--- src/rtl/fpga_pkg.sv ---
// Shared definitions for the AXI read arbiter: requester slot indices and FSM state encoding.
package fpga_pkg;

    localparam int ICACHE_IDX = 0;
    localparam int DMISS_IDX  = 1;
    localparam int DUC_IDX    = 2;

    typedef enum logic {
        IDLE  = 1'b0,
        ISSUE = 1'b1
    } arb_state_t;

endpackage

--- src/rtl/axi_rd_arbiter.sv ---
// Round-robin AR arbiter with ID-indexed R routing; AR out one cycle after pick, R path combinational.
// AR payload held until m_ar_ready_i; R backpressure passes straight through from the addressed requester.
module axi_rd_arbiter
    import fpga_pkg::*;
#(
    parameter  int NUM_REQ   = 3,
    parameter  int ADDR_W    = 64,
    parameter  int DATA_W    = 512,
    parameter  int ID_W      = 4,
    parameter  int MAX_OUTST = 4,
    localparam int IDX_W     = $clog2(NUM_REQ)
) (
    input  logic                      clk_i,
    input  logic                      rst_i,
    input  logic [NUM_REQ-1:0]        req_ar_valid_i,
    output logic [NUM_REQ-1:0]        req_ar_ready_o,
    input  logic [NUM_REQ*ADDR_W-1:0] req_ar_addr_i,
    input  logic [NUM_REQ*ID_W-1:0]   req_ar_id_i,
    input  logic [NUM_REQ*8-1:0]      req_ar_len_i,
    input  logic [NUM_REQ*3-1:0]      req_ar_size_i,
    output logic [NUM_REQ-1:0]        req_r_valid_o,
    input  logic [NUM_REQ-1:0]        req_r_ready_i,
    output logic [DATA_W-1:0]         req_r_data_o,
    output logic [ID_W-1:0]           req_r_id_o,
    output logic [1:0]                req_r_resp_o,
    output logic                      req_r_last_o,
    output logic                      m_ar_valid_o,
    input  logic                      m_ar_ready_i,
    output logic [ADDR_W-1:0]         m_ar_addr_o,
    output logic [ID_W+IDX_W-1:0]     m_ar_id_o,
    output logic [7:0]                m_ar_len_o,
    output logic [2:0]                m_ar_size_o,
    input  logic                      m_r_valid_i,
    output logic                      m_r_ready_o,
    input  logic [DATA_W-1:0]         m_r_data_i,
    input  logic [ID_W+IDX_W-1:0]     m_r_id_i,
    input  logic [1:0]                m_r_resp_i,
    input  logic                      m_r_last_i,
    output logic                      err_o
);

    localparam int CNT_W = $clog2(MAX_OUTST + 1);

    arb_state_t        state_q, state_d;
    logic [IDX_W-1:0]  grant_q, grant_d;
    logic [IDX_W-1:0]  rr_ptr_q, rr_ptr_d;
    logic [CNT_W-1:0]  cnt_q [NUM_REQ];
    logic [CNT_W-1:0]  cnt_d [NUM_REQ];
    logic              err_q, err_d;

    logic [NUM_REQ-1:0] elig;
    logic               ar_hs;
    logic [IDX_W-1:0]   r_idx;
    logic               r_idx_ok;
    logic               r_hs;
    logic               inc_v, dec_v;

    // First eligible index at or after ptr, scanning cyclically.
    function automatic logic [IDX_W-1:0] rr_pick(input logic [NUM_REQ-1:0] e,
                                                 input logic [IDX_W-1:0]   ptr);
        logic [IDX_W-1:0] pick;
        logic             found;
        int               idx;
        pick  = '0;
        found = 1'b0;
        for (int i = 0; i < NUM_REQ; i++) begin
            idx = (int'(ptr) + i) % NUM_REQ;
            if (!found && e[idx]) begin
                pick  = IDX_W'(idx);
                found = 1'b1;
            end
        end
        return pick;
    endfunction

    always_comb begin
        for (int k = 0; k < NUM_REQ; k++) begin
            elig[k] = req_ar_valid_i[k] && (cnt_q[k] < CNT_W'(MAX_OUTST));
        end
    end

    // FSM: state register
    always_ff @(posedge clk_i) begin
        if (rst_i) begin
            state_q  <= IDLE;
            grant_q  <= '0;
            rr_ptr_q <= '0;
        end else begin
            state_q  <= state_d;
            grant_q  <= grant_d;
            rr_ptr_q <= rr_ptr_d;
        end
    end

    // FSM: next state
    always_comb begin
        state_d  = state_q;
        grant_d  = grant_q;
        rr_ptr_d = rr_ptr_q;
        case (state_q)
            IDLE: begin
                if (|elig) begin
                    grant_d = rr_pick(elig, rr_ptr_q);
                    state_d = ISSUE;
                end
            end
            ISSUE: begin
                if (ar_hs) begin
                    state_d  = IDLE;
                    rr_ptr_d = (grant_q == IDX_W'(NUM_REQ - 1)) ? '0 : grant_q + IDX_W'(1);
                end
            end
            default: state_d = IDLE;
        endcase
    end

    // FSM: outputs; payload is muxed live since requesters hold it stable until accepted.
    always_comb begin
        m_ar_valid_o   = (state_q == ISSUE) && !rst_i;
        req_ar_ready_o = '0;
        if (m_ar_valid_o) begin
            req_ar_ready_o[grant_q] = m_ar_ready_i;
        end
        ar_hs       = m_ar_valid_o && m_ar_ready_i;
        m_ar_addr_o = req_ar_addr_i[int'(grant_q)*ADDR_W +: ADDR_W];
        m_ar_id_o   = {grant_q, req_ar_id_i[int'(grant_q)*ID_W +: ID_W]};
        m_ar_len_o  = req_ar_len_i[int'(grant_q)*8 +: 8];
        m_ar_size_o = req_ar_size_i[int'(grant_q)*3 +: 3];
    end

    always_comb begin
        r_idx         = m_r_id_i[ID_W+IDX_W-1 -: IDX_W];
        r_idx_ok      = int'(r_idx) < NUM_REQ;
        req_r_valid_o = '0;
        m_r_ready_o   = 1'b1;
        if (r_idx_ok) begin
            req_r_valid_o[r_idx] = m_r_valid_i;
            m_r_ready_o          = req_r_ready_i[r_idx];
        end
        r_hs = m_r_valid_i && m_r_ready_o;
    end

    assign req_r_data_o = m_r_data_i;
    assign req_r_id_o   = m_r_id_i[ID_W-1:0];
    assign req_r_resp_o = m_r_resp_i;
    assign req_r_last_o = m_r_last_i;

    always_comb begin
        err_d = err_q;
        inc_v = 1'b0;
        dec_v = 1'b0;
        if (r_hs && !r_idx_ok) begin
            err_d = 1'b1;
        end
        for (int k = 0; k < NUM_REQ; k++) begin
            cnt_d[k] = cnt_q[k];
            inc_v    = ar_hs && (grant_q == IDX_W'(k));
            dec_v    = r_hs && m_r_last_i && r_idx_ok && (r_idx == IDX_W'(k));
            if (inc_v && !dec_v) begin
                cnt_d[k] = cnt_q[k] + CNT_W'(1);
            end else if (dec_v && !inc_v) begin
                if (cnt_q[k] == '0) begin
                    err_d = 1'b1;
                end else begin
                    cnt_d[k] = cnt_q[k] - CNT_W'(1);
                end
            end
        end
    end

    always_ff @(posedge clk_i) begin
        if (rst_i) begin
            err_q <= 1'b0;
            for (int k = 0; k < NUM_REQ; k++) begin
                cnt_q[k] <= '0;
            end
        end else begin
            err_q <= err_d;
            for (int k = 0; k < NUM_REQ; k++) begin
                cnt_q[k] <= cnt_d[k];
            end
        end
    end

    assign err_o = err_q;

endmodule

--- config.mk ---
export PLATFORM = sky130hd
export DESIGN_NAME = axi_rd_arbiter
export DESIGN_NICKNAME = d
export VERILOG_FILES = /design/src/rtl/fpga_pkg.sv /design/src/rtl/axi_rd_arbiter.sv
export SDC_FILE = /design/constraint.sdc
export NUM_CORES = 1
export LEC_CHECK = 0
export ABC_AREA = 1
export BUFFER_PORTS_ARGS = -buffer_cell sky130_fd_sc_hd__buf_2
export CAP_MARGIN = 30
export CORE_AREA = 2 2 541 543
export DETAILED_ROUTE_END_ITERATION = 6
export DIE_AREA = 0 0 543 545
export GPL_ROUTABILITY_DRIVEN = 0
export PLACE_DENSITY_LB_ADDON = 0.08
export SYNTH_ARGS = -nofsm -noshare
export SYNTH_HDL_FRONTEND = slang
export SYNTH_SLANG_ARGS = --single-unit
--- constraint.sdc ---
create_clock -name clk_i -period 2.26 [get_ports clk_i]
set_clock_uncertainty 0.1 [all_clocks]
set_input_delay 0.565 -clock clk_i [delete_from_list [all_inputs] [get_ports clk_i]]
set_output_delay 0.565 -clock clk_i [all_outputs]
set_load 0.1 [all_outputs]
Word-level counts from Yosys, hierarchy flattened
Memory sizes are Yosys's and may differ from the RTL's.
Index checks and enable logic that the tools add are counted.
Word-level totals
  bits in writable memories: 9
  ROM bits: 0
  bits in latches: 0
  flip-flop bits (word level): 6
  memories: 1
  output and inout bits: 609
Memory list
  cnt_q: depth 3, width 3, rd ports 3, clocked after memory_dff 0, wr ports 3, line axi_rd_arbiter.sv:47  | logic [CNT_W-1:0] cnt_q [NUM_REQ];
Operators by class
  multiplexer cells: 56
  multipliers: 1
  divide/modulo/power cells: 3
  reductions and logical operators: 43
  order comparisons: 11
  bitwise logic cells: 6
  equal/unequal tests: 4
  add/subtract/negate cells: 9
  shift-type cells: 4
Operators with widths (number)
  192-bit by 9-bit variable part select with 64-bit output: 1
  32-bit by 4-bit < comparator with 1-bit output, second input constant: 3
  32-bit by 3-bit remainder unit with 32-bit output, second input constant: 2
  3-bit two-way mux: 14
  3-bit by 3-bit remainder unit with 32-bit output, second input constant: 1
  1-bit two-way mux: 31
  1-bit logical AND: 25
  24-bit by 6-bit variable part select with 8-bit output: 1
  12-bit by 5-bit variable part select with 4-bit output: 1
  1-bit logical NOT: 10
  3-bit by 1-bit adder with 3-bit output, second input constant: 3
  3-bit logical NOT: 3
  3-bit < comparator, second input constant: 3
  9-bit by 5-bit variable part select with 3-bit output: 1
  3-bit by 1-bit subtractor with 3-bit output, second input constant: 3
  1-bit binary-select mux with 2-bit select: 4
  2-bit two-way mux: 4
  3-bit bitwise AND: 2
  2-bit by 3-bit < comparator with 1-bit output, second input constant: 2
  1-bit demux with 2-bit select: 2
  2-bit by 1-bit == test with 1-bit output, second input constant: 2
  2-bit == test, second input constant: 2
  2-bit by 1-bit greater-or-equal comparator with 1-bit output, second input constant: 2
  2-bit logical NOT: 2
  10 further kinds: 13

Logic depth before layout (Yosys ltp)
  depth after elaboration: 16
  mapped depth: 15
  depth with buffers taken out: 15

Worst setup path before layout
No wires, ideal clock.
  path type: input port to output port
  from: in rst_i
  to: out req_ar_ready_o[0]
  data required time: 1.595 ns
  arrival: 3.138 ns
  path slack: -1.543 ns
  cell stages on the path: 4
  cell sequence: buf_2 > nor2_2 > nand2_2 > nor2_1
On the way
  longest elaborated chain between the ends: 3
RTL lines
  start: declaration: line axi_rd_arbiter.sv:14  | input logic rst_i,
  1-bit logical NOT: line axi_rd_arbiter.sv:119  | m_ar_valid_o = (state_q == ISSUE) && !rst_i;
  1-bit logical AND: line axi_rd_arbiter.sv:119
  named net m_ar_valid_o: line axi_rd_arbiter.sv:27  | output logic m_ar_valid_o,
  3-bit two-way mux: line axi_rd_arbiter.sv:121  | if (m_ar_valid_o) begin
  end: declaration: line axi_rd_arbiter.sv:16  | output logic [NUM_REQ-1:0] req_ar_ready_o,
The timed path passes the listed nets, and every way through them passes these cells.

Worst setup path in the final report
  from: reg grant_q[0]
  to: out m_ar_len_o[3]
On the way
  longest elaborated chain between the ends: 1
RTL lines
  start: declaration: line axi_rd_arbiter.sv:45  | logic [IDX_W-1:0] grant_q, grant_d;
  start signal: assignment: line axi_rd_arbiter.sv:90  | grant_q <= grant_d;
  24-bit by 6-bit variable part select with 8-bit output: line axi_rd_arbiter.sv:127  | m_ar_len_o = req_ar_len_i[int'(grant_q)*8 +: 8];
  end: declaration: line axi_rd_arbiter.sv:31  | output logic [7:0] m_ar_len_o,
Every way passes these cells.

==> impl_metrics.env <==
export IMPL_outcome="complete, but fails checks"
export IMPL_violations="setup timing"
export IMPL_ys_top_cells_by_count="521 x buf_4, 179 x nand2_1, 79 x a22oi_1"
export IMPL_synth_seq_cells=15
export IMPL_synth_edf_count=0
export IMPL_nets=1643
export IMPL_switchingPower_w=0.00396
export IMPL_cpMostUsedCell="buf_12"
export IMPL_drv_cap=0
export IMPL_yosys_warnings=0
export IMPL_netlist_instances=957
export IMPL_clk_latency_ps=260
export IMPL_peakVddDrop_uv=187
export IMPL_slowest_delay_ps=360
export IMPL_grt_max_degree=20
export IMPL_grt_pass1_vias=6606
export IMPL_drt_iter0_markers=232
export IMPL_min_period_over_period_pct=108
export IMPL_crit_slowest_cell="dfxtp_4"
export IMPL_clk_path_buf_depth=2
export IMPL_setup_tns_final_ps=-8300
export IMPL_portBuffers=340
export IMPL_cp_startpoint="grant_q[0]"
export IMPL_endpoint_kind="primary output"
export IMPL_relSlewSlack_pct=66.6
export IMPL_antenna_found_initial=58
export IMPL_critical_path_buf_inv_count=5
export IMPL_synth_top_area_share_pct=61.8
export IMPL_pwr_share_comb_pct=89.9
export IMPL_postLayoutCellArea_sq_um=12800
export IMPL_wire_per_inst_um=29.3
export IMPL_power_density_nw_per_um2=515
export IMPL_synth_main_ff_cell="dfxtp_1"
export IMPL_numCtsBuffers=3
export IMPL_min_path_type="reg2reg"
export IMPL_min_from="state_q"
export IMPL_ios=1377
export IMPL_critPathArrivalTime_ps=1780
export IMPL_clk_pin_slew_ps=60
export IMPL_worst_slew_pin_slew_ps=504
export IMPL_drtPass1Iterations=4
export IMPL_cts_max_level=1
export IMPL_die_w_um=543
export IMPL_core_sq_um=290000
export IMPL_grt_pass1_wl_um=153000
export IMPL_synthTopCellsByArea="buf_4 62%, nand2_1 11%, a22oi_1 9.4%"
export IMPL_total_power_w=0.00661
export IMPL_synth_top_area_cell="buf_4"
export IMPL_path_cells="inv_2 -> nor2_4 -> buf_12 -> buf_16 -> a22oi_2 -> buf_6 -> nand2_4 -> buf_12"
export IMPL_max_freq_mhz=409
export IMPL_syn_cell_area_sq_um=6330
export IMPL_postCtsHoldBufs=0
export IMPL_synth_area_per_cell_sq_um=6.61
export IMPL_cts_tree="done"
export IMPL_cp_top_family="buffers and inverters"
export IMPL_synth_net_count=1736
export IMPL_synthArstFlopShare_pct=0
export IMPL_start_kind="register"
export IMPL_seq_area_frac_synth_pct=4.74
export IMPL_hold_slack_ps=369
export IMPL_overflow=0
export IMPL_hpwl_um=132000
export IMPL_die_height_um=545
export IMPL_p_int_w=0.00265
export IMPL_power_leakage_nw=3.87
export IMPL_multi_input_area_sq_um=2930
export IMPL_crit_path_max_fanout=14
export IMPL_fillers=34500
export IMPL_synthToLayoutAreaGrowth_pct=103
export IMPL_initial_core_util_pct=2.18
export IMPL_root_buffer="clkbuf_16"
export IMPL_viasPerCell=1.27
export IMPL_num_rows=198
export IMPL_yosysMostFrequentCell="buf_4"
export IMPL_switching_share_pct=59.9
export IMPL_rsz0062_at_grt="true"
export IMPL_critPathRequiredTime_ps=1590
export IMPL_regArea_sq_um=308
export IMPL_fin_ws_ps=-184
export IMPL_placed_area_sq_um=11600
export IMPL_dieArea_sq_um=296000
export IMPL_drv_slew=0
export IMPL_clockPowerShare_pct=5.8
export IMPL_rr_startpoint="grant_q[0]"
export IMPL_drive_gt1_share_pct=77.6
export IMPL_hold_viol=0
export IMPL_wirelength_um=140000
export IMPL_via_count=6048
export IMPL_gr_usage_all_layers_pct=8.97
export IMPL_worstSetupPathType="reg2out"
export IMPL_drc=0
export IMPL_seq_power_share_pct=4.3
export IMPL_cts_sinks=15
export IMPL_setup_viol=78
export IMPL_min_period_ps=2440
export IMPL_ys_types=24
export IMPL_ant_nets=0
[flip-flops by register name, indices dropped and copies added (netlist names)]
| register | flops |
|---|---|
| cnt_q | 9 |
| err_o | 1 |
| grant_q | 2 |
| rr_ptr_q | 2 |
| state_q | 1 |
[cell families after synthesis]
| logic type | after synthesis | synth area share [%] |
|---|---|---|
| buffers and inverters | 587 | 65.9 |
| AND/OR/NAND/NOR | 234 | 14.7 |
| AO/OA/AOI/OAI | 107 | 11.7 |
| flip-flops | 15 | 4.74 |
| adder cells (fa/ha/maj) | 11 | 2.53 |
| XOR/XNOR | 3 | 0.415 |
[metrics by stage]
| step | utilization (%) | cells | setup WS (ps) |
|---|---|---|---|
| 2_1_floorplan | - | 957 | -489 |
| 3_3_place_gp | 4.00 | 4734 | -463 |
| 3_5_place_dp | 4.00 | 4734 | -396 |
| 4_1_cts | 4.27 | 4761 | -243 |
| 5_1_grt | 4.42 | 4765 | -270 |
| 6_report | 4.43 | 4774 | -184 |
[layout by cell type (no fill, tap or decap), drive strengths merged]
cell type / synthesis / final
o21ai: 12 / 12
nor2: 31 / 31
nor3: 2 / 2
o2bb2ai: 1 / 1
ha: 8 / 8
xnor2: 3 / 3
clkinvlp: 0 / 1
clkbuf: 13 / 5
a21oi: 13 / 13
diode: 0 / 11
inv: 43 / 41
dfxtp: 15 / 15
nand4: 2 / 2
o21a: 1 / 1
buf: 531 / 445
nand3: 19 / 19
fa: 3 / 3
clkinv: 0 / 1
nand2: 180 / 180
a21o: 1 / 1
a22oi: 79 / 79
[metal layers]
layer / wire length (um) / part of all wire, % / GRT usage, %
met1: 21800 / 16 / 4.20
met2: 62800 / 45 / 14.4
met3: 47300 / 34 / 13.9
met4: 7690 / 5.5 / 4.05
met5: 230 / 0.16 / 0
[area by class of cell]
type,instances,share of cell area (%)
Antenna cell,11,0.214
Clock buffer,4,0.614
Inverter,43,1.44
Multi-Input combinational cell,355,22.8
Sequential cell,15,2.40
Tap cell,3900,38.0
Timing Repair Buffer,446,34.5
[power by group through the flow]
stage               Sequential, W  Clock, W  Combinational (W)
finish                   0.000287  0.000383            0.00594
global route             0.000289  0.000416            0.00625
CTS                      0.000288  0.000405            0.00603
detailed placement       0.000294         0            0.00568
global placement         0.000294         0            0.00571
floorplan                0.000331         0            0.00711
[worst min-delay path: cells and delay by family, from the launching register on]
| kind | cells | cell delay, ps |
|---|---|---|
| AND/OR/NAND/NOR | 1 | 60 |
| AO/OA/AOI/OAI | 1 | 60 |
| flip-flops | 1 | 310 |
[worst paths after layout]
path | end | slack, ps | cells after the start
max reg2reg | cnt_q[0][8] | 20 | 13
min | state_q | 370 | 2
max | m_ar_len_o[3] | -180 | 8
min reg2reg | state_q | 370 | 2
[timing repair]
action,in CTS,in global routing
cloned,5,1
endpoints found under the setup margin,87,92
resized for setup,102,117
buffers inserted,19,6
pin swaps,14,29
(Power assumes the default switching activity.)
